--- src/rtl/rope_swing_scheduler.sv ---
// rtl/rope_swing_scheduler.sv - per-rope direction-toggle scheduler serialized once per frame
//
// Purpose:
//   Each rope reverses direction on its own periodic frame timer or on a latched collision.
//   A per-rope cooldown discards collisions that arrive shortly after a toggle. Once per
//   enabled frame a sequencer visits the ropes in index order, one rope per clock, so every
//   rope state update is serialized and the emitted pulses are one-hot.
//
// Ports:
//   clk           in   1      system clock
//   resetN        in   1      asynchronous active-low reset
//   startOfFrame  in   1      one-cycle pulse at each frame start
//   enable        in   1      1 = frames start a scan, 0 = frames are skipped
//   collision     in   ROPES  level, bit i = rope i hit something this cycle
//   dirToggle     out  ROPES  registered one-hot single-cycle toggle pulse
//   busy          out  1      high while a scan is in progress
//   frameOverrun  out  1      one-cycle pulse, startOfFrame arrived while busy

module rope_swing_scheduler #(
    parameter int ROPES       = 6,
    parameter int BASE_PERIOD = 40,
    parameter int PERIOD_STEP = 8,
    parameter int COOLDOWN    = 4
) (
    input  logic             clk,
    input  logic             resetN,
    input  logic             startOfFrame,
    input  logic             enable,
    input  logic [ROPES-1:0] collision,
    output logic [ROPES-1:0] dirToggle,
    output logic             busy,
    output logic             frameOverrun
);

    localparam int                IDX_W         = (ROPES > 1) ? $clog2(ROPES) : 1;
    localparam logic [IDX_W-1:0]  LAST_IDX      = IDX_W'(ROPES - 1);
    localparam logic [7:0]        COOLDOWN_INIT = 8'(COOLDOWN);

    typedef enum logic {
        IDLE = 1'b0,
        SCAN = 1'b1
    } state_t;

    // Toggle period of rope k in frames.
    function automatic logic [7:0] period_of(input int k);
        return 8'(BASE_PERIOD + k * PERIOD_STEP);
    endfunction

    state_t             state_q;
    state_t             state_d;
    logic [IDX_W-1:0]   idx_q;
    logic [IDX_W-1:0]   idx_d;

    logic [ROPES-1:0]   pending_q;
    logic [ROPES-1:0]   pending_d;
    logic [7:0]         timer_q    [ROPES];
    logic [7:0]         cooldown_q [ROPES];
    logic [ROPES-1:0]   toggle_q;
    logic               overrun_q;

    logic               scanning;
    logic [ROPES-1:0]   visit_sel;
    logic               vis_pend;
    logic [7:0]         vis_timer;
    logic [7:0]         vis_cd;
    logic [7:0]         vis_period;
    logic [7:0]         cd_dec;
    logic [7:0]         new_timer;
    logic [7:0]         new_cd;
    logic               visit_toggle;

    assign scanning = (state_q == SCAN);

    // ------------------------------------------------------------------
    // Sequencer FSM
    // ------------------------------------------------------------------
    always_ff @(posedge clk or negedge resetN) begin
        if (!resetN) begin
            state_q <= IDLE;
            idx_q   <= '0;
        end else begin
            state_q <= state_d;
            idx_q   <= idx_d;
        end
    end

    always_comb begin
        state_d = state_q;
        idx_d   = idx_q;
        case (state_q)
            IDLE: begin
                // A frame arriving while paused is simply dropped.
                if (startOfFrame && enable) begin
                    state_d = SCAN;
                    idx_d   = '0;
                end
            end
            SCAN: begin
                // Frames arriving mid-scan never restart the sequence.
                if (idx_q == LAST_IDX) begin
                    state_d = IDLE;
                    idx_d   = '0;
                end else begin
                    idx_d = idx_q + 1'b1;
                end
            end
            default: begin
                state_d = IDLE;
                idx_d   = '0;
            end
        endcase
    end

    // ------------------------------------------------------------------
    // Visit of the rope selected by idx
    // ------------------------------------------------------------------
    always_comb begin
        visit_sel        = '0;
        visit_sel[idx_q] = scanning;

        vis_pend   = pending_q[idx_q];
        vis_timer  = timer_q[idx_q];
        vis_cd     = cooldown_q[idx_q];
        vis_period = period_of(int'(idx_q));
        cd_dec     = (vis_cd == 8'd0) ? 8'd0 : vis_cd - 8'd1;

        visit_toggle = 1'b0;
        new_timer    = vis_timer;
        new_cd       = vis_cd;

        if (vis_pend && (vis_cd == 8'd0)) begin
            // Accepted collision: reverse now and restart the period.
            visit_toggle = 1'b1;
            new_timer    = vis_period;
            new_cd       = COOLDOWN_INIT;
        end else if (vis_timer == 8'd1) begin
            // Timer expiry; a collision discarded by cooldown lands here too.
            visit_toggle = 1'b1;
            new_timer    = vis_period;
            new_cd       = COOLDOWN_INIT;
        end else begin
            // Discarded collision or idle frame: both just age the rope by one frame.
            new_timer = vis_timer - 8'd1;
            new_cd    = cd_dec;
        end
    end

    // Collisions set pending every cycle; a visit clears it, but a same-cycle hit survives.
    assign pending_d = (pending_q & ~visit_sel) | collision;

    // ------------------------------------------------------------------
    // Per-rope state and registered outputs
    // ------------------------------------------------------------------
    always_ff @(posedge clk or negedge resetN) begin
        if (!resetN) begin
            pending_q <= '0;
            toggle_q  <= '0;
            overrun_q <= 1'b0;
            for (int i = 0; i < ROPES; i++) begin
                timer_q[i]    <= period_of(i);
                cooldown_q[i] <= 8'd0;
            end
        end else begin
            pending_q <= pending_d;
            overrun_q <= startOfFrame & scanning;
            toggle_q  <= visit_toggle ? visit_sel : '0;
            if (scanning) begin
                timer_q[idx_q]    <= new_timer;
                cooldown_q[idx_q] <= new_cd;
            end
        end
    end

    assign dirToggle    = toggle_q;
    assign busy         = scanning;
    assign frameOverrun = overrun_q;

endmodule

--- config.mk ---
export PLATFORM = sky130hd
export DESIGN_NAME = rope_swing_scheduler
export DESIGN_NICKNAME = d
export VERILOG_FILES = /design/src/rtl/rope_swing_scheduler.sv
export SDC_FILE = /design/constraint.sdc
export NUM_CORES = 1
export LEC_CHECK = 0
export BUFFER_PORTS_ARGS = -buffer_cell sky130_fd_sc_hd__clkbuf_2
export CORE_UTILIZATION = 40
export CTS_CLUSTER_DIAMETER = 60
export DETAILED_ROUTE_END_ITERATION = 12
export SLEW_MARGIN = 15
export SYNTH_ARGS = -nofsm -noshare
export SYNTH_HDL_FRONTEND = slang
export SYNTH_SLANG_ARGS = --single-unit
--- constraint.sdc ---
create_clock -name clk -period 3 [get_ports clk]
set_input_delay 0.6 -clock clk [delete_from_list [all_inputs] [get_ports clk]]
set_output_delay 0.6 -clock clk [all_outputs]
set_load 0.02 [all_outputs]
==> impl_metrics.json, run 1 <==
{
  "cp_max_fo": 6,
  "final_cell_mix": "113 x nand2_1, 99 x dfrtp_1, 84 x o21ai_0",
  "timing.critical_path.from": "idx_q[1]",
  "track_usage_pct": 20.5,
  "cpMaxStageDelayCell": "a222oi_1",
  "layout_commonest_cell": "nand2_1",
  "synth_fp_nets": 534,
  "core-area_mm2": 0.0128,
  "stdcell_area_mm2": 0.00652,
  "path_clk_slew_ns": 0.05,
  "cts_made_buffers": 17,
  "cap_violations": 0,
  "synth_top_family_by_area": "compound AO/OA/AOI/OAI gates",
  "synth_cells": 518,
  "ant_nets": 0,
  "skew_ns": 0.00803,
  "reg2reg_from": "idx_q[1]",
  "async_reset_ff_share_pct": 100,
  "setup_viol": 0,
  "worst_slew_pin_slew_ns": 0.644,
  "start_util_pct": 41.6,
  "cts-root-buf": "clkbuf_16",
  "drtPass1Iterations": 6,
  "critPathKind": "flop to flop",
  "vias_per_cell": 5.40,
  "syn-cell-area_mm2": 0.00531,
  "period_needed_ns": 2.90,
  "clk_latency_ns": 0.41,
  "ys_seq_area_share_pct": 53.6,
  "slowest_delay_ns": 0.52,
  "hold_viol_final": 0,
  "synthMuxAreaShare_pct": 9.55,
  "synthAdderAreaFrac_pct": 1.41,
  "synth_xor_area_share_pct": 2.15,
  "htree_levels": 4,
  "cp.required_ns": 3.34,
  "cts_tree": "built",
  "yosysWarnings": 0,
  "drc": 0,
  "fin_util_pct": 51.1,
  "post-route-period-util_pct": 96.7,
  "avgSynthCellArea_um2": 10.2,
  "slew_viol_final": 0,
  "synth_top_area_share_pct": 47.6,
  "die_x_um": 117,
  "grt_pass1_vias": 3929,
  "cts_sinks": 113,
  "pre_cts_ws_ns": 0.124,
  "antenna_cells": 0,
  "place_hpwl_um": 8540,
  "ys.flop_type": "dfrtp_1",
  "ios": 18,
  "layout-drive-gt1-share_pct": 27.4,
  "synth_area_leaders": "dfrtp_1 48%, nand2_1 8.0%, o21ai_0 7.9%",
  "vias": 4074,
  "synth_compound_area_share_pct": 17.2,
  "whs_ns": 0.170,
  "crit_arrival_ns": 3.24,
  "relSlewSlack_pct": 56.6,
  "r2r_end": "timer_q[4]",
  "overflow": 0,
  "initialDrtViolationCount": 324,
  "r2r_setup_slack_ns": 0.1,
  "synth_edf_count": 0,
  "place_congestion": 0.818,
  "drt-total-wl_um": 13000,
  "yosys.area_share.simple_pct": 13.0,
  "grt_pass1_wl_um": 20600,
  "synth_top_area_cell": "dfrtp_1",
  "synthToLayoutAreaGrowth_pct": 22.9,
  "antenna_found_initial": 0,
  "yosysUniqueCellTypes": 46,
  "crit_chain": "buf_12, mux2_2, a222oi_1, ha_2, o211a_1, nand4_4, o21a_4, mux2_4, o21ai_2",
  "status": "finished, final reports clean",
  "crit_path_end": "timer_q[4]",
  "row_count": 41,
  "die_h_um": 117,
  "reg2reg_depth": 9,
  "fmax_ghz": 0.345,
  "startpoint_type": "flop",
  "cts.path.max_buffers": 2,
  "hp-class": "input port to asynchronous set/reset pin",
  "die_area_mm2": 0.0137,
  "nets": 586,
  "grt_max_degree": 54,
  "wl_per_cell_um": 17.2,
  "dpl_cell_area_mm2": 0.00574,
  "setup_ws_ns": 0.0989,
  "ys_ff_latch": 113,
  "end_kind": "flop",
  "portBuffers": 17
}
==> synth_stat cells, types with 4 or more instances <==
cell type / instances
nand2_1: 113
dfrtp_1: 101
o21ai_0: 84
mux2_2: 33
clkbuf_1: 23
o31ai_1: 15
nor2_1: 14
dfstp_2: 12
nand3_1: 12
mux2i_1: 8
a21o_1: 7
xor2_1: 7
a222oi_1: 6
buf_2: 6
ha_1: 6
o21ai_2: 6
xnor2_1: 6
a221o_1: 5
and2_1: 5
o2bb2ai_1: 5
a221oi_1: 4
nor2b_1: 4
==> worst max-delay path, delay by kind of cell, from the launching register on <==
kind / cells / cell delay [ns]
flip-flops: 1 / 0.41
AO/OA/AOI/OAI: 4 / 1.13
adder cells (fa/ha/maj): 1 / 0.30
AND/OR/NAND/NOR: 1 / 0.17
multiplexers: 2 / 0.68
buffers and inverters: 1 / 0.13
==> layer usage <==
metal | vias to the layer above | track usage, % | part of all wire (%)
met3 | 20 | 4.12 | 5.1
met5 | - | 0 | 0
met2 | 106 | 31.3 | 44
met1 | 2007 | 28.3 | 49
li1 | 1941 | - | -
met4 | 0 | 8.52 | 2.1
==> registers in the layout (all words and copies together) (netlist names) <==
| register | flops |
|---|---|
| busy | 1 |
| cooldown_q | 48 |
| dirToggle | 6 |
| frameOverrun | 1 |
| idx_q | 3 |
| pending_q | 6 |
| timer_q | 48 |
==> metrics by stage <==
step	TNS, ns	cells
floorplan	0	518
global placement	0	706
detailed placement	0	706
CTS	0	738
global route	-0.0760	755
finish	0	755
==> area by class of cell <==
type / count / area [um2]
well taps: 172 / 215
clock inverters: 9 / 105
inverters: 5 / 18.8
flip-flops and latches: 113 / 2850
repair buffers: 65 / 524
fillers: 1137 / 6250
multi-input cells: 368 / 2330
clock buffers: 23 / 488
==> how the worst min path moves through the flow <==
stage,startpoint,endpoint,slack (ns),cells after the start
6_report,resetN,cooldown_q[36],0.17,1
5_1_grt,resetN,cooldown_q[36],0.21,1
4_1_cts,resetN,cooldown_q[20],0.18,1
3_5_place_dp,cooldown_q[47],cooldown_q[47],0.47,2
3_3_place_gp,timer_q[2],timer_q[2],0.46,2
2_1_floorplan,resetN,busy,0.30,0
==> cell families after synthesis <==
group                      count (synthesis)
AOI/OAI and AO/OA                        143
xor gates and xnor gates                  13
adders and majority gates                  6
buffers and inverters                     38
DFF                                      113
muxes                                     45
and+or+nand+nor                          160
==> what timing repair did <==
action	CTS	global route
setup endpoints to repair	0	29
hold buffers	0	0
resized for setup	0	6
buffers inserted	0	14
Power of run 1 is not shown: default switching activity piles up to over one toggle a cycle in this logic, so the estimate is an artifact.
==> run 2: changes to the inputs <==
--- a/config.mk
+++ b/config.mk
@@ -5,10 +5,12 @@
 export SDC_FILE = /design/constraint.sdc
 export NUM_CORES = 1
 export LEC_CHECK = 0
+export ABC_AREA = 1
 export BUFFER_PORTS_ARGS = -buffer_cell sky130_fd_sc_hd__clkbuf_2
 export CORE_UTILIZATION = 40
 export CTS_CLUSTER_DIAMETER = 60
 export DETAILED_ROUTE_END_ITERATION = 12
+export GPL_TIMING_DRIVEN = 0
 export SLEW_MARGIN = 15
 export SYNTH_ARGS = -nofsm -noshare
 export SYNTH_HDL_FRONTEND = slang
==> run 2 against run 1 <==
Compared with the run above: global-route usage grew 3.2 points; routed wire length increased by 25%; flip-flop and latch count unchanged; final area up 6.8%; final cell count rose by 31%; worst setup slack improved by 0.096 ns; critical path depth stayed put; first-iteration DRC count is the same; critical path type unchanged; critical endpoint is now cooldown_q[1].
==> impl_metrics.json, run 2 <==
{
  "reg_top3": "cooldown_q x48, timer_q x48",
  "start_util_pct": 40.9,
  "cts_sinks": 113,
  "avgSynthCellArea_um2": 7.83,
  "post-route-period-util_pct": 93.5,
  "skew_ns": 0.00574,
  "relSlewSlack_pct": 49.1,
  "portBuffers": 17,
  "synth_cells": 756,
  "track_usage_pct": 23.6,
  "synth_fp_nets": 772,
  "cts_tree": "built",
  "fmax_ghz": 0.357,
  "htree_levels": 4,
  "place_congestion": 0.892,
  "syn-cell-area_mm2": 0.00592,
  "async_reset_ff_share_pct": 100,
  "yosysUniqueCellTypes": 40,
  "ant_nets": 0,
  "hold_buffers": 0,
  "synth_top_area_cell": "dfrtp_1",
  "whs_ns": 0.0484,
  "reg2reg_depth": 9,
  "synth_edf_count": 0,
  "worst_slew_pin_slew_ns": 0.763,
  "hold_viol_final": 0,
  "die_x_um": 124,
  "layout_commonest_cell": "nand2_1",
  "place_hpwl_um": 11400,
  "hp-class": "input port to asynchronous set/reset pin",
  "reg2reg_from": "idx_q[2]",
  "row_count": 44,
  "final_cell_mix": "245 x nand2_1, 101 x dfrtp_1, 83 x inv_1",
  "synth_top_area_share_pct": 42.7,
  "antenna_cells": 0,
  "ios": 18,
  "core-area_mm2": 0.0145,
  "layout-drive-gt1-share_pct": 17.1,
  "timing.critical_path.from": "idx_q[2]",
  "ys.flop_type": "dfrtp_1",
  "synthToLayoutAreaGrowth_pct": 17.7,
  "die_h_um": 124,
  "drtPass1Iterations": 7,
  "clk_latency_ns": 0.42,
  "status": "finished, final reports clean",
  "path_clk_slew_ns": 0.05,
  "grt_pass1_wl_um": 26300,
  "grt_max_degree": 92,
  "grt_pass1_vias": 5043,
  "cts-root-buf": "clkbuf_16",
  "cap_violations": 0,
  "antenna_found_initial": 0,
  "startpoint_type": "flop",
  "critPathKind": "flop to flop",
  "overflow": 0,
  "ys_ff_latch": 113,
  "ys_seq_area_share_pct": 48.0,
  "rsz0062_at_grt": "false",
  "vias": 5095,
  "fin_util_pct": 48.1,
  "wl_per_cell_um": 16.5,
  "end_kind": "flop",
  "cts_made_buffers": 17,
  "synth_common_cells": "245 x nand2_1, 101 x dfrtp_1, 83 x inv_1",
  "synth_area_leaders": "dfrtp_1 43%, nand2_1 16%, nand3_1 5.9%",
  "setup_viol": 0,
  "slew_viol_final": 0,
  "cp.required_ns": 3.30,
  "crit_arrival_ns": 3.11,
  "initialDrtViolationCount": 324,
  "r2r_setup_slack_ns": 0.20,
  "vias_per_cell": 5.15,
  "nets": 809,
  "period_needed_ns": 2.80,
  "die_area_mm2": 0.0153,
  "r2r_end": "cooldown_q[1]",
  "cp_max_fo": 10,
  "yosysMostFrequentCell": "nand2_1",
  "drc": 0,
  "drt-total-wl_um": 16300,
  "yosysWarnings": 0,
  "cts.path.max_buffers": 2
}
run 2: how the worst max path moves through the flow:
stage / endpoint / cells past startpoint
CTS: cooldown_q[2] / 14
finish: cooldown_q[1] / 9
detailed placement: cooldown_q[2] / 14
global route: cooldown_q[5] / 9
global placement: dirToggle[4] / 1
floorplan: timer_q[12] / 14
run 2: critical path: stages (launching register included):
cell and delay [ns]:
dfrtp_1 0.55, inv_2 0.10, nor2_4 0.28, buf_6 0.23
inv_2 0.08, nor2_2 0.34, clkinv_1 0.42, clkbuf_1 0.44
nand2_1 0.18, o21ai_2 0.06
run 2: timing repair:
action | in CTS | in global routing
setup buffers | 0 | 0
gates resized for setup | 0 | 3
setup endpoints to repair | 0 | 10
run 2: cell type report:
cell class,instances,area (um2)
inverters,95,367
multi-input cells,521,2520
well taps,184,230
clock buffers,19,453
clock inverters,13,233
flip-flops and latches,113,2840
repair buffers,18,121
plain buffers,27,199
fillers,1372,7510
run 2: logic make-up (layout without fill, tap and decap cells):
| family | Yosys count | in the layout | share of synthesized area (%) |
|---|---|---|---|
| adder cells (fa/ha/maj) | 6 | 6 | 1.27 |
| AND/OR/NAND/NOR | 415 | 415 | 30.8 |
| flip-flops | 113 | 113 | 48.0 |
| AO/OA/AOI/OAI | 94 | 94 | 9.19 |
| buffers and inverters | 122 | 172 | 9.55 |
| XOR/XNOR | 6 | 6 | 1.14 |
run 2: metal layers:
| metal | track usage (%) | vias to the layer above | wire, um |
|---|---|---|---|
| met5 | 0 | - | 0 |
| met4 | 9.49 | 0 | 436 |
| met3 | 5.72 | 34 | 1050 |
| met2 | 38.1 | 159 | 7730 |
| met1 | 30.4 | 2459 | 7110 |
| li1 | - | 2443 | - |
run 2: metrics by stage:
stage	area (um2)	TNS, ns	setup slack (ns)	instances
after CTS	6960	0	0.100	990
after floorplan	5920	0	0.737	756
after global placement	6240	-26.76	-0.275	957
final	6970	0	0.195	990
after global routing	6970	0	0.00246	990
after detailed placement	6270	0	0.112	958
Power of run 2 is left out for the same reason.
==> run 3: changes to the inputs <==
--- a/config.mk
+++ b/config.mk
@@ -8,6 +8,7 @@
 export ABC_AREA = 1
 export BUFFER_PORTS_ARGS = -buffer_cell sky130_fd_sc_hd__clkbuf_2
 export CORE_UTILIZATION = 40
+export CTS_BUF_LIST = sky130_fd_sc_hd__clkbuf_4
 export CTS_CLUSTER_DIAMETER = 60
 export DETAILED_ROUTE_END_ITERATION = 12
 export GPL_TIMING_DRIVEN = 0
==> run 3 against run 2 <==
Compared with the run above: first-iteration DRC count grew 8.0%; final area shrank 4.4%; via count shrank 0.90%; global-route usage shrank 0.20 points; final cell count grew 0.10%; clock skew grew 0.010 ns; non-clock buffer count grew 1; maximum frequency grew 2.2%; hold slack gained 0.18 ns; largest cell class unchanged; highest routed layer unchanged.
==> impl_metrics.json, run 3 (synthesis gave the netlist of run 2 again) <==
{
  "status": "finished, final reports clean",
  "antenna_found_initial": 0,
  "drc": 0,
  "vias": 5049,
  "slew_viol_final": 0,
  "busiest_layer": "met2",
  "ant_nets": 0,
  "worst_slew_pin_slew_ns": 0.766,
  "overflow": 0,
  "cts-root-buf": "clkbuf_4",
  "antenna_cells": 0,
  "met3_usage_pct": 4.85,
  "grt_pass1_wl_um": 26200,
  "portBuffers": 17,
  "reg2reg_depth": 10,
  "startpoint_type": "flop",
  "fmax_ghz": 0.364,
  "hold_path_depth": 2,
  "whs_ns": 0.224,
  "vias_per_cell": 5.09,
  "cpMaxStageDelayCell": "nor2_1",
  "cts_made_buffers": 17,
  "nets": 810,
  "layout-drive-gt1-share_pct": 17.0,
  "stdcell_area_mm2": 0.00666,
  "cts_sinks": 113,
  "place_hpwl_um": 11400,
  "seqCellArea_mm2": 0.00284,
  "cts.path.max_buffers": 2,
  "r2r_end": "timer_q[15]",
  "n_fill_cell": 1423,
  "grt_use_met1_pct": 30.6,
  "crit_chain": "buf_6, buf_6, buf_4, nor2_1, inv_1, nor2_1, inv_2, clkbuf_1, nand2_1, nand2_1",
  "r2r_setup_slack_ns": 0.26,
  "hold_viol_final": 0,
  "grt_max_degree": 92,
  "reg2reg_from": "idx_q[0]",
  "setup_viol": 0,
  "cap_violations": 0,
  "rsz0062_at_grt": "false",
  "core-area_mm2": 0.0145,
  "ios": 18,
  "critPathKind": "flop to flop",
  "drtPass1Iterations": 5,
  "skew_ns": 0.0158,
  "drt-total-wl_um": 16200,
  "die_area_mm2": 0.0153,
  "relSlewSlack_pct": 48.9,
  "die_h_um": 124,
  "slowest_delay_ns": 0.59,
  "track_usage_pct": 23.4,
  "hp-class": "input port to flop",
  "row_count": 44,
  "synthToLayoutAreaGrowth_pct": 12.5,
  "path_clk_slew_ns": 0.10,
  "cp.required_ns": 3.45,
  "timing.critical_path.from": "idx_q[0]",
  "post-route-period-util_pct": 91.5,
  "dpl_cell_area_mm2": 0.00627,
  "start_util_pct": 40.9,
  "grt_use_met2_pct": 37.6,
  "cp_max_fo": 10,
  "layout_commonest_cell": "nand2_1",
  "crit_arrival_ns": 3.20,
  "clk_latency_ns": 0.56,
  "wl_per_cell_um": 16.3,
  "initialDrtViolationCount": 350,
  "end_kind": "flop",
  "cts_tree": "built",
  "reg_top3": "cooldown_q x48, timer_q x48",
  "htree_levels": 4,
  "period_needed_ns": 2.74,
  "multi_input_area_mm2": 0.00252,
  "die_x_um": 124,
  "grt_pass1_vias": 4988,
  "place_congestion": 0.892,
  "crit_path_end": "timer_q[15]",
  "final_cell_mix": "245 x nand2_1, 100 x dfrtp_1, 83 x inv_1"
}
run 3: metrics by stage:
step                setup WS [ns]  instances  TNS, ns  util (%)
global placement           -0.275        957   -26.76      43.1
floorplan                   0.737        756        0         -
detailed placement          0.112        958        0      43.3
global route               0.0115        991        0      46.0
CTS                        0.0945        991        0      45.9
finish                      0.256        991        0      46.0
run 3: routing by layer:
metal	vias up	share of wire, %
met2	131	48
li1	2445	-
met5	-	0
met3	31	4.9
met1	2442	45
met4	0	2.6
run 3: worst min path at each step:
stage / from / end / slack, ns
2_1_floorplan: resetN / busy / 0.30
5_1_grt: collision[1] / pending_q[1] / 0.20
3_3_place_gp: timer_q[11] / timer_q[11] / 0.45
4_1_cts: collision[1] / pending_q[1] / 0.18
6_report: collision[2] / pending_q[2] / 0.22
3_5_place_dp: timer_q[30] / timer_q[30] / 0.46
run 3: layout make-up:
type,instances,area share [%]
Inverter,95,5.50
Timing Repair Buffer,19,1.97
Clock inverter,15,3.61
Buffer,27,2.99
Clock buffer,17,1.92
Multi-Input combinational cell,521,37.9
Tap cell,184,3.46
Sequential cell,113,42.7
run 3: worst max-delay path, delay by kind of cell, from the launching register on:
family,cells,cell delay (ns)
buf+inv,6,1.26
simple gates,4,0.93
flops,1,0.44
run 3: what timing repair did:
item                       4_1_cts  5_1_grt
setup buffers                    0        0
setup endpoints to repair        0       10
hold endpoints to repair        13        0
hold buffers                     1        0
gates resized for setup          0        4
Power of run 3 is left out for the same reason.
